$ cat src/rtl/keypad_pkg.sv
// Shared keypad types, widths and helpers.
package keypad_pkg;

  localparam int unsigned ROW_W = 4;
  localparam int unsigned COL_W = 4;

  typedef enum logic [1:0] {
    S_SCAN     = 2'd0,
    S_DEBOUNCE = 2'd1,
    S_HELD     = 2'd2
  } kp_state_e;

  // True when exactly one of the four bits is set.
  function automatic logic is_onehot4(input logic [3:0] v);
    return (v != 4'd0) && ((v & (v - 4'd1)) == 4'd0);
  endfunction

endpackage

$ cat src/rtl/keypad_tick_gen.sv
// Free-running divider producing a one-cycle tick every CLK_DIV clocks.
module keypad_tick_gen #(
  parameter int unsigned CLK_DIV = 1000
) (
  input  logic clk,
  input  logic rst,
  output logic tick
);

  localparam int unsigned CNT_W = $clog2(CLK_DIV);
  localparam logic [CNT_W-1:0] CNT_MAX = CNT_W'(CLK_DIV - 1);

  logic [CNT_W-1:0] cnt_q;

  assign tick = (cnt_q == CNT_MAX);

  // Count 0..CLK_DIV-1 and wrap.
  always_ff @(posedge clk) begin
    if (rst) begin
      cnt_q <= '0;
    end else if (tick) begin
      cnt_q <= '0;
    end else begin
      cnt_q <= cnt_q + CNT_W'(1);
    end
  end

endmodule

$ cat src/rtl/keypad_scanner.sv
// 4x4 keypad row scanner with press/release debounce and a one-shot press strobe.
module keypad_scanner
  import keypad_pkg::*;
#(
  parameter int unsigned CLK_DIV  = 1000,
  parameter int unsigned DEBOUNCE = 4
) (
  input  logic             clk,
  input  logic             rst,
  input  logic [COL_W-1:0] col_in,
  output logic [ROW_W-1:0] row_drive,
  output logic [ROW_W-1:0] row,
  output logic [COL_W-1:0] col,
  output logic             key_valid,
  output logic             key_press
);

  localparam int unsigned CNT_W   = 4;
  localparam logic [CNT_W-1:0] DEB_CNT = CNT_W'(DEBOUNCE);

  logic             tick;
  logic [COL_W-1:0] sync1_q, sync2_q;
  kp_state_e        state_q, state_d;
  // row_drive_q doubles as the candidate row while debouncing or held.
  logic [ROW_W-1:0] row_drive_q, row_drive_d;
  logic [COL_W-1:0] cand_col_q, cand_col_d;
  logic [CNT_W-1:0] match_cnt_q, match_cnt_d;
  logic [CNT_W-1:0] rel_cnt_q, rel_cnt_d;
  logic [ROW_W-1:0] row_q, row_d;
  logic [COL_W-1:0] col_q, col_d;
  logic             valid_q, valid_d;
  logic             press_q, press_d;
  logic [ROW_W-1:0] row_rot;
  logic [CNT_W-1:0] match_inc, rel_inc;

  keypad_tick_gen #(.CLK_DIV(CLK_DIV)) u_tick (
    .clk  (clk),
    .rst  (rst),
    .tick (tick)
  );

  // Two-flop synchroniser for the asynchronous column lines.
  always_ff @(posedge clk) begin
    if (rst) begin
      sync1_q <= '0;
      sync2_q <= '0;
    end else begin
      sync1_q <= col_in;
      sync2_q <= sync1_q;
    end
  end

  // State and output registers.
  always_ff @(posedge clk) begin
    if (rst) begin
      state_q     <= S_SCAN;
      row_drive_q <= ROW_W'(1);
      cand_col_q  <= '0;
      match_cnt_q <= '0;
      rel_cnt_q   <= '0;
      row_q       <= '0;
      col_q       <= '0;
      valid_q     <= 1'b0;
      press_q     <= 1'b0;
    end else begin
      state_q     <= state_d;
      row_drive_q <= row_drive_d;
      cand_col_q  <= cand_col_d;
      match_cnt_q <= match_cnt_d;
      rel_cnt_q   <= rel_cnt_d;
      row_q       <= row_d;
      col_q       <= col_d;
      valid_q     <= valid_d;
      press_q     <= press_d;
    end
  end

  // Next-state logic; everything except the divider only moves on a tick.
  always_comb begin
    state_d     = state_q;
    row_drive_d = row_drive_q;
    cand_col_d  = cand_col_q;
    match_cnt_d = match_cnt_q;
    rel_cnt_d   = rel_cnt_q;
    row_d       = row_q;
    col_d       = col_q;
    valid_d     = valid_q;
    press_d     = 1'b0;
    row_rot     = {row_drive_q[ROW_W-2:0], row_drive_q[ROW_W-1]};
    match_inc   = match_cnt_q + CNT_W'(1);
    rel_inc     = rel_cnt_q + CNT_W'(1);

    if (tick) begin
      unique case (state_q)
        S_SCAN: begin
          if (is_onehot4(sync2_q)) begin
            cand_col_d  = sync2_q;
            match_cnt_d = CNT_W'(1);
            if (DEBOUNCE == 1) begin
              row_d   = row_drive_q;
              col_d   = sync2_q;
              valid_d = 1'b1;
              press_d = 1'b1;
              state_d = S_HELD;
            end else begin
              state_d = S_DEBOUNCE;
            end
          end else begin
            row_drive_d = row_rot;
          end
        end
        S_DEBOUNCE: begin
          if (sync2_q == cand_col_q) begin
            match_cnt_d = match_inc;
            if (match_inc == DEB_CNT) begin
              row_d   = row_drive_q;
              col_d   = cand_col_q;
              valid_d = 1'b1;
              press_d = 1'b1;
              state_d = S_HELD;
            end
          end else begin
            match_cnt_d = '0;
            row_drive_d = row_rot;
            state_d     = S_SCAN;
          end
        end
        S_HELD: begin
          if (sync2_q == cand_col_q) begin
            rel_cnt_d = '0;
          end else if (rel_inc == DEB_CNT) begin
            row_d       = '0;
            col_d       = '0;
            valid_d     = 1'b0;
            rel_cnt_d   = '0;
            row_drive_d = row_rot;
            state_d     = S_SCAN;
          end else begin
            rel_cnt_d = rel_inc;
          end
        end
        default: state_d = S_SCAN;
      endcase
    end
  end

  assign row_drive = row_drive_q;
  assign row       = row_q;
  assign col       = col_q;
  assign key_valid = valid_q;
  assign key_press = press_q;

endmodule

$ cat config.mk
export PLATFORM = sky130hd
export DESIGN_NAME = keypad_scanner
export DESIGN_NICKNAME = d
export VERILOG_FILES = /design/src/rtl/keypad_pkg.sv /design/src/rtl/keypad_tick_gen.sv /design/src/rtl/keypad_scanner.sv
export SDC_FILE = /design/constraint.sdc
export NUM_CORES = 1
export LEC_CHECK = 0
export ABC_AREA = 0
export CAP_MARGIN = 20
export CORE_ASPECT_RATIO = 0.8
export CORE_MARGIN = 2
export CORE_UTILIZATION = 39
export DETAILED_ROUTE_END_ITERATION = 8
export GPL_TIMING_DRIVEN = 1
export PLACE_DENSITY = 0.57
export RECOVER_POWER = 100
export SYNTH_ARGS = -nofsm -noshare
export SYNTH_HDL_FRONTEND = slang
export SYNTH_SLANG_ARGS = --single-unit
$ cat constraint.sdc
create_clock -name clk -period 5.35 [get_ports clk]
set_input_delay 1.07 -clock clk [delete_from_list [all_inputs] [get_ports clk]]
set_output_delay 1.07 -clock clk [all_outputs]
set_load 0.01 [all_outputs]
# Word-level counts from Yosys, hierarchy flattened
# Cells that the tools add are included.
# totals
reg_bits	46
in_bits	6
output_inout_bits	14
word_cells	79
# op_classes
addsub	4
n_eq_ne	14
muxes	30
bitwise_logic	4
n_reduce_logical	15
# ops
op	n
$mux 4	14
$pmux 4 s2	3
$ne 2x2->1 const B	7
$pmux 4 s3	1
$reduce_and 6->1	2
$add 10x1->10 const B	1
$eq 10x10->1 const B	1
$mux 2	5
$add 4x1->4 const B	2
$eq 4x3->1 const B	2
$pmux 2 s3	1
$reduce_and 3->1	2
$mux 1	5
$reduce_and 5->1	1
$and 4x4->4	1
$eq 4x4->1	1
$logic_not 4->1	1
$reduce_bool 2->1	2
$reduce_bool 4->1	1
$reduce_or 4->1	1
$sub 4x1->4 const B	1
$ne 3x3->1 const B	1
$not 1->1	3
$reduce_bool 3->1	1
other kinds (7)	7

# Depth between registers and ports, before layout
# Gate-level depths: netlist of run 1.
# depth
depth_word	6
depth_mapped	7
depth_no_buf	6

# By module
# From an unflattened synthesis of run 1, not the netlist that was laid out.
# unflattened
cells_unflattened	232
hier_area_um2	2083.2
# modules_own_cells
mod	n_inst	cells_per_inst	area_each_um2	seq_area_each_um2
keypad_scanner	1	176	1570.3	720.7
keypad_tick_gen	1	56	513.0	200.2

# Worst setup path before layout of run 1
# OpenSTA, ideal clock, no wires.
# synth_timing
kind	register to register
start	register u_tick.cnt_q[0]
end	register match_cnt_q[3]
setup_time_ns	0.132
arrival_ns	1.830
t_required_ns	5.218
path_slack_ns	3.388
path_stages_with_launch	8
n_path_buf	1
period_less_slack_ns	1.962
path_cell_list	dfxtp_1 > ha_1 > nand2_2 > or4_4 > buf_6 > a211o_4 > o21ai_1 > a21oi_1
# synth_via
elab_chain_len	2
# synth_rtl
element	line	text
start: declaration	keypad_tick_gen.sv:13	logic [CNT_W-1:0] cnt_q;
start signal: assignment	keypad_tick_gen.sv:24	cnt_q <= cnt_q + CNT_W'(1);
$eq 10x10->1	keypad_tick_gen.sv:15	assign tick = (cnt_q == CNT_MAX);
$reduce_and 3->1 (no line)	n/a	
end signal: assignment	keypad_scanner.sv:69	match_cnt_q <= match_cnt_d;
end: declaration	keypad_scanner.sv:27	logic [CNT_W-1:0] match_cnt_q, match_cnt_d;
# No other way between the ends.
# A chain may end at the register's enable or synchronous reset.

# Worst setup path in the final report of run 1
# layout_timing
start	input port rst
end	register u_tick.cnt_q[8]
# layout_via
elab_chain_len	1
# layout_rtl
element	line	text
start: declaration	keypad_scanner.sv:9	input logic rst,
$reduce_or 2->1 (no line)	n/a	
# No other way between the ends.

==> flow_summary_export.csv, run 1 <==
group,metric,value,unit
synthesis,synth_top_area_frac,0.443,
synthesis,synth-edff-count,0,
synthesis,avgSynthCellArea,9.20,µm²
min_path,min_path_type,"flip-flop to flip-flop",
synthesis,synth_common_cells,"dfxtp_1 (46), nor2_1 (29), nand2b_1 (17)",
layout,regArea,921,µm²
critical_path,cp_max_fo,31,
drt,drt_first_pass_iters,4,
drt,drtIter0Drc,97,
die,die-area,5940,µm²
power,ir_drop,132,µV
clock_network,cts.sinks,46,
clock_network,max-clock-path-buffers,2,
critical_path,path_depth,4,
layout,diodes,0,
critical_path,setup.worst_path.end,"u_tick.cnt_q[8]",
critical_path,worstReg2RegStart,"sync2_q[0]",
clock_network,clk_pin_slew_worst_paths,0.09,ns
drt,via_per_inst,5.10,
clock_network,cts_buffers,5,
critical_path,rr_worst_depth,5,
critical_path,arrival,3.38,ns
place,port_buffers,19,
synthesis,synth_area_leaders,"dfxtp_1 (44%), mux2i_1 (5.3%), nor2_1 (5.2%)",
run,maxCapViolCount,0,
synthesis,syn_area,2080,µm²
synthesis,ys_seq_area_frac,0.443,
synthesis,synth_cell_type_count,41,
global_routing,grt_pass1_vias,1356,
synthesis,synthCells,226,
sta,fmax,312,MHz
synthesis,ys.flop_type,"dfxtp_1",
layout,post-route-util,0.476,
drt,post_drt_wl_per_cell,12.5,µm
clock_network,post-cts-setup-buffers,0,
clock_network,cts_hold_buf,0,
global_routing,grt_pass1_wl,6560,µm
synthesis,syn_nets,236,
power,powerDensity,265,nW/µm²
critical_path,cp_slowest_cell,"dlygate4sd3_1",
clock_network,cts-root-buf,"clkbuf_8",
synthesis,ys_ff_latch,46,
critical_path,cp.required,5.53,ns
sta,tns,0,ns
sta,hold_viol_final,0,
clock_network,cts_tree,"yes",
synthesis,yosys.area.top_type,"dfxtp_1",
critical_path,crit_start,"rst",
drt,wirelength,3810,µm
sta,clock_skew,0.00688,ns
critical_path,cp_top_family,"buffers and inverters",
die,core_area,5060,µm²
place,hpwl,2730,µm
sta,slew_headroom,0.340,
clock_network,htree_levels,2,
critical_path,crit_buf_inv,2,
place,gp_congestion,0.739,
outcome,status,"complete, no violations",
clock_network,cts_resized,0,
global_routing,gr-total-overflow,0,
drt,drt.antenna.violating_nets,0,
layout,drive_gt1_frac,0.0741,
critical_path,path_cells,"dlygate4sd3_1, clkbuf_1, nand2b_1, nor2_1",
critical_path,startpoint_type,"input port",
critical_path,r2r_slack,3.17,ns
die,rows,23,
sta,setup_viol,0,
global_routing,grt.total_usage,0.137,
synthesis,async_flop_share,0,
sta,drv_slew,0,
clock_network,clock_latency,0.30,ns
die,die_width,85.6,µm
global_routing,antenna_found_initial,0,
critical_path,cp-end-kind,"flip-flop",
sta,period_share,0.599,
global_routing,grt_max_degree,32,
drt,drc,0,
die,fp.dieH,69.3,µm
die,start_util,0.411,
layout,fillers,493,
drt,vias,1556,
sta,fin_crit,3.20,ns
power,total_leakage_power,0.000892,µW
synthesis,yosysWarnings,0,
die,ios,20,
critical_path,path_class,"input port to flip-flop",
sta,worst_slew_pin_slew,0.986,ns
layout,multi_input_area,1070,µm²
critical_path,cpPeakStageDelay,1.19,ns
sta,rsz0062_at_grt,"no",
layout,syn_to_final_growth,16.0,%
critical_path,timing.rr.end,"col[2]",
layout,nNetsFinal,252,
synthesis,synth.most_common_cell,"dfxtp_1",
## layout by cell type, fill, tap and decap left out, types with 5 or more instances in the layout
master	count
a21oi_1	5
clkbuf_8	5
dfxtp_1	46
dlygate4sd3_1	15
inv_1	11
mux2i_1	11
nand2_1	10
nand2b_1	17
nand3_1	10
nor2_1	29
nor2b_1	12
o21ai_0	6
o32ai_1	9
xor2_1	9
## per-stage QoR
step | std cells | total power (µW) | cell area [µm²] | hold slack (ns) | setup WS [ns]
floorplan | 226 | 379 | 2080 | 0.414 | 3.39
global placement | 297 | 388 | 2300 | 0.418 | 2.28
detailed placement | 297 | 387 | 2300 | 0.424 | 2.24
CTS | 305 | 648 | 2420 | 0.446 | 2.56
finish | 305 | 638 | 2410 | 0.443 | 2.15
global route | 305 | 666 | 2410 | 0.457 | 1.99
## worst reg2reg max path, cell delays in order (launching register included)
cell and delay (ns):
dfxtp_1 0.44, xor2_1 0.15, nor4_2 0.65, nand3_1 0.19
a21oi_2 0.45, o32ai_1 0.15
## flip-flops by register name, summed over array words and instances (netlist names)
register,count
match_cnt_q,4
key_valid,1
rel_cnt_q,4
row_drive,4
u_tick.cnt_q,10
key_press,1
col,4
sync1_q,4
row,4
state_q,2
sync2_q,4
cand_col_q,4
## where the power goes
part           internal, µW  total (µW)  switching, µW
clock                   140         259            119
sequential              347         350           3.43
combinational          11.9        28.9           17.0
## kinds of logic after synthesis
group,count (synthesis),share of synthesized area
and+or+nand+nor,97,0.261
DFF,46,0.443
AOI/OAI and AO/OA,33,0.120
buffers and inverters,22,0.0445
xor gates and xnor gates,13,0.0548
muxes,11,0.0530
adders and majority gates,4,0.0241
## worst min path at each step
stage / from / endpoint / slack [ns] / cells past startpoint
2_1_floorplan: sync1_q[0] / sync2_q[0] / 0.41 / 1
3_3_place_gp: sync1_q[2] / sync2_q[2] / 0.42 / 1
3_5_place_dp: sync1_q[2] / sync2_q[2] / 0.42 / 1
4_1_cts: sync1_q[2] / sync2_q[2] / 0.45 / 1
5_1_grt: sync1_q[3] / sync2_q[3] / 0.46 / 1
6_report: sync1_q[1] / sync2_q[1] / 0.44 / 1
## metal layers
layer | up-vias | GRT usage | wire length [µm]
met5 | - | 0 | 0
met4 | 0 | 0.0476 | 20
met3 | 2 | 0.0369 | 166
met2 | 27 | 0.177 | 1510
met1 | 715 | 0.213 | 2110
li1 | 812 | - | -
## cell type report
| type | instances | area share |
|---|---|---|
| Multi-Input combinational cell | 158 | 0.442 |
| Inverter | 11 | 0.0171 |
| Clock buffer | 5 | 0.0285 |
| Tap cell | 62 | 0.0322 |
| Clock inverter | 3 | 0.0182 |
| Timing Repair Buffer | 20 | 0.0804 |
| Sequential cell | 46 | 0.382 |
(Power assumes the default switching activity.)
==> inputs of run 2 (changes only) <==
Settings changed: PLACE_DENSITY 0.57 to 0.59.
Clock period 5.35 ns to 2.9 ns, I/O delays scaled along.
==> run 2 against run 1 <==
Clock skew shrank 0.0021 ns. Hold slack better by 0.0011 ns. Critical path depth is the same. Sequential share of layout area grew 0.54 points. Non-clock buffer count up 1. Cell count grew 0.33%. Die area unchanged. Combinational power is 80% higher. Clock-buffer cell count unchanged. Flip-flop and latch count unchanged. Critical path type unchanged. Largest cell class unchanged.
==> flow_summary_export.csv, run 2 (synthesis results as in run 1) <==
group,metric,value,unit
outcome,status,"complete, no violations",
clock_network,max-clock-path-buffers,2,
critical_path,arrival,2.53,ns
critical_path,cp_slowest_cell,"dlygate4sd3_1",
clock_network,cts.sinks,46,
sta,hold_ws,0.444,ns
layout,syn_to_final_growth,14.4,%
power,total_leakage_power,0.000877,µW
critical_path,cp.required,3.06,ns
layout,largest_register_ffs,10,
clock_network,htree_levels,2,
clock_network,clock_latency,0.30,ns
drt,drc,0,
global_routing,grt.total_usage,0.144,
place,port_buffers,19,
layout,top_register,"u_tick.cnt_q",
sta,worst_slew_pin_slew,0.970,ns
sta,slew_headroom,0.353,
power,p_seq_frac,0.593,
layout,most-common-layout-cells,"dfxtp_1 (46), nor2_1 (29), nand2b_1 (17)",
critical_path,crit_buf_inv,2,
drt,vias,1565,
critical_path,path_cells,"dlygate4sd3_1, clkbuf_1, nand2b_1, o32ai_1",
die,rows,23,
critical_path,cp-end-kind,"flip-flop",
global_routing,antenna_found_initial,0,
power,combPwrFrac,0.048,
sta,fmax,422,MHz
drt,post_drt_wl_per_cell,13.4,µm
sta,rsz0062_at_grt,"no",
sta,fin_crit,2.37,ns
global_routing,grt_pass1_vias,1437,
power,powerDensity,458,nW/µm²
drt,wirelength,4100,µm
drt,drtIter0Drc,52,
clock_network,cts_resized,0,
die,core_area,5060,µm²
critical_path,cp_top_family,"buffers and inverters",
clock_network,cts-root-buf,"clkbuf_8",
global_routing,grt_pass1_wl,6910,µm
die,start_util,0.411,
critical_path,timing.rr.end,"rel_cnt_q[2]",
min_path,whs_endpoint,"sync2_q[1]",
sta,period_share,0.817,
layout,final_common_cell,"dfxtp_1",
place,hpwl,2950,µm
power,pwr-share-clk,0.359,
sta,hold_viol_final,0,
drt,drt_first_pass_iters,4,
sta,tns,0,ns
drt,via_per_inst,5.11,
power,switchingPower,259,µW
clock_network,cts_tree,"yes",
die,die-area,5940,µm²
critical_path,worstReg2RegStart,"u_tick.cnt_q[0]",
critical_path,r2r_slack,0.59,ns
global_routing,grt_max_degree,27,
clock_network,cts_buffers,5,
layout,nNetsFinal,253,
clock_network,post-cts-setup-buffers,0,
power,switching_share,0.237,
min_path,min_path_type,"flip-flop to flip-flop",
run,maxCapViolCount,0,
min_path,hold_depth,1,
clock_network,cts_hold_buf,0,
global_routing,gr-total-overflow,0,
place,gp_congestion,0.750,
critical_path,startpoint_type,"input port",
layout,multi_input_area,1050,µm²
critical_path,rr_worst_depth,6,
layout,regArea,921,µm²
sta,clock_skew,0.00479,ns
drt,drt.antenna.violating_nets,0,
power,ir_drop,269,µV
die,ios,20,
sta,drv_slew,0,
min_path,min_from,"sync1_q[1]",
layout,drive_gt1_frac,0.0574,
layout,diodes,0,
critical_path,cp_max_fo,26,
die,die_width,85.6,µm
power,power.internal,831,µW
layout,fillers,515,
clock_network,clk_pin_slew_worst_paths,0.08,ns
die,fp.dieH,69.3,µm
sta,setup_viol,0,
critical_path,cpPeakStageDelay,0.83,ns
critical_path,path_class,"input port to flip-flop",
-- run 2: cell count changes in the layout (fill, tap and decap cells not counted), sizes merged --
cell	before	now
clkinvlp	0	1
bufinv	1	0
clkinv	1	2
clkbuf	6	7
inv	12	11
-- run 2: area by class of cell --
class / count / share of cell area
flip-flops and latches: 46 / 0.387
clock buffers: 5 / 0.0289
clock inverters: 3 / 0.00894
inverters: 11 / 0.0174
repair buffers: 21 / 0.0831
multi-input cells: 158 / 0.442
well taps: 62 / 0.0326
-- run 2: worst register-to-register path: stages (launching register included) --
cell and delay [ns]:
dfxtp_1 0.36, ha_1 0.21, nand2_1 0.10, or4_1 0.77, nor3b_1 0.50, nand3_1 0.14
a31oi_1 0.15
-- run 2: metrics by stage --
stage	total power (µW)	setup slack, ns	instances	utilization	cell area (µm²)
after floorplan	699	0.938	226	-	2080
after global placement	715	0.780	298	0.456	2310
after detailed placement	716	0.784	298	0.456	2310
after CTS	1110	0.794	306	0.474	2400
after global routing	1140	0.363	306	0.470	2380
final	1090	0.531	306	0.470	2380
-- run 2: worst max-delay path by stage --
stage / from / endpoint / slack, ns / cells after the start
after floorplan: u_tick.cnt_q[0] / match_cnt_q[3] / 0.94 / 7
after global placement: rst / row[2] / 0.78 / 4
after detailed placement: rst / row[2] / 0.78 / 4
after CTS: u_tick.cnt_q[0] / cand_col_q[3] / 0.79 / 6
after global routing: rst / row[2] / 0.36 / 4
final: rst / row[2] / 0.53 / 4
-- run 2: power groups by stage --
stage | sequential, µW | clock (µW) | combinational (µW)
final | 646 | 392 | 52.0
after global routing | 648 | 431 | 58.6
after CTS | 647 | 405 | 54.6
after detailed placement | 662 | 0 | 54.2
after global placement | 661 | 0 | 54.1
after floorplan | 660 | 0 | 39.7
-- run 2: metal layers --
layer	track usage	up-vias	part of all wire	routed length, µm
li1	-	811	-	-
met1	0.212	735	0.54	2210
met2	0.205	14	0.42	1730
met3	0.0357	5	0.028	115
met4	0.0476	0	0.013	53
met5	0	-	0	0
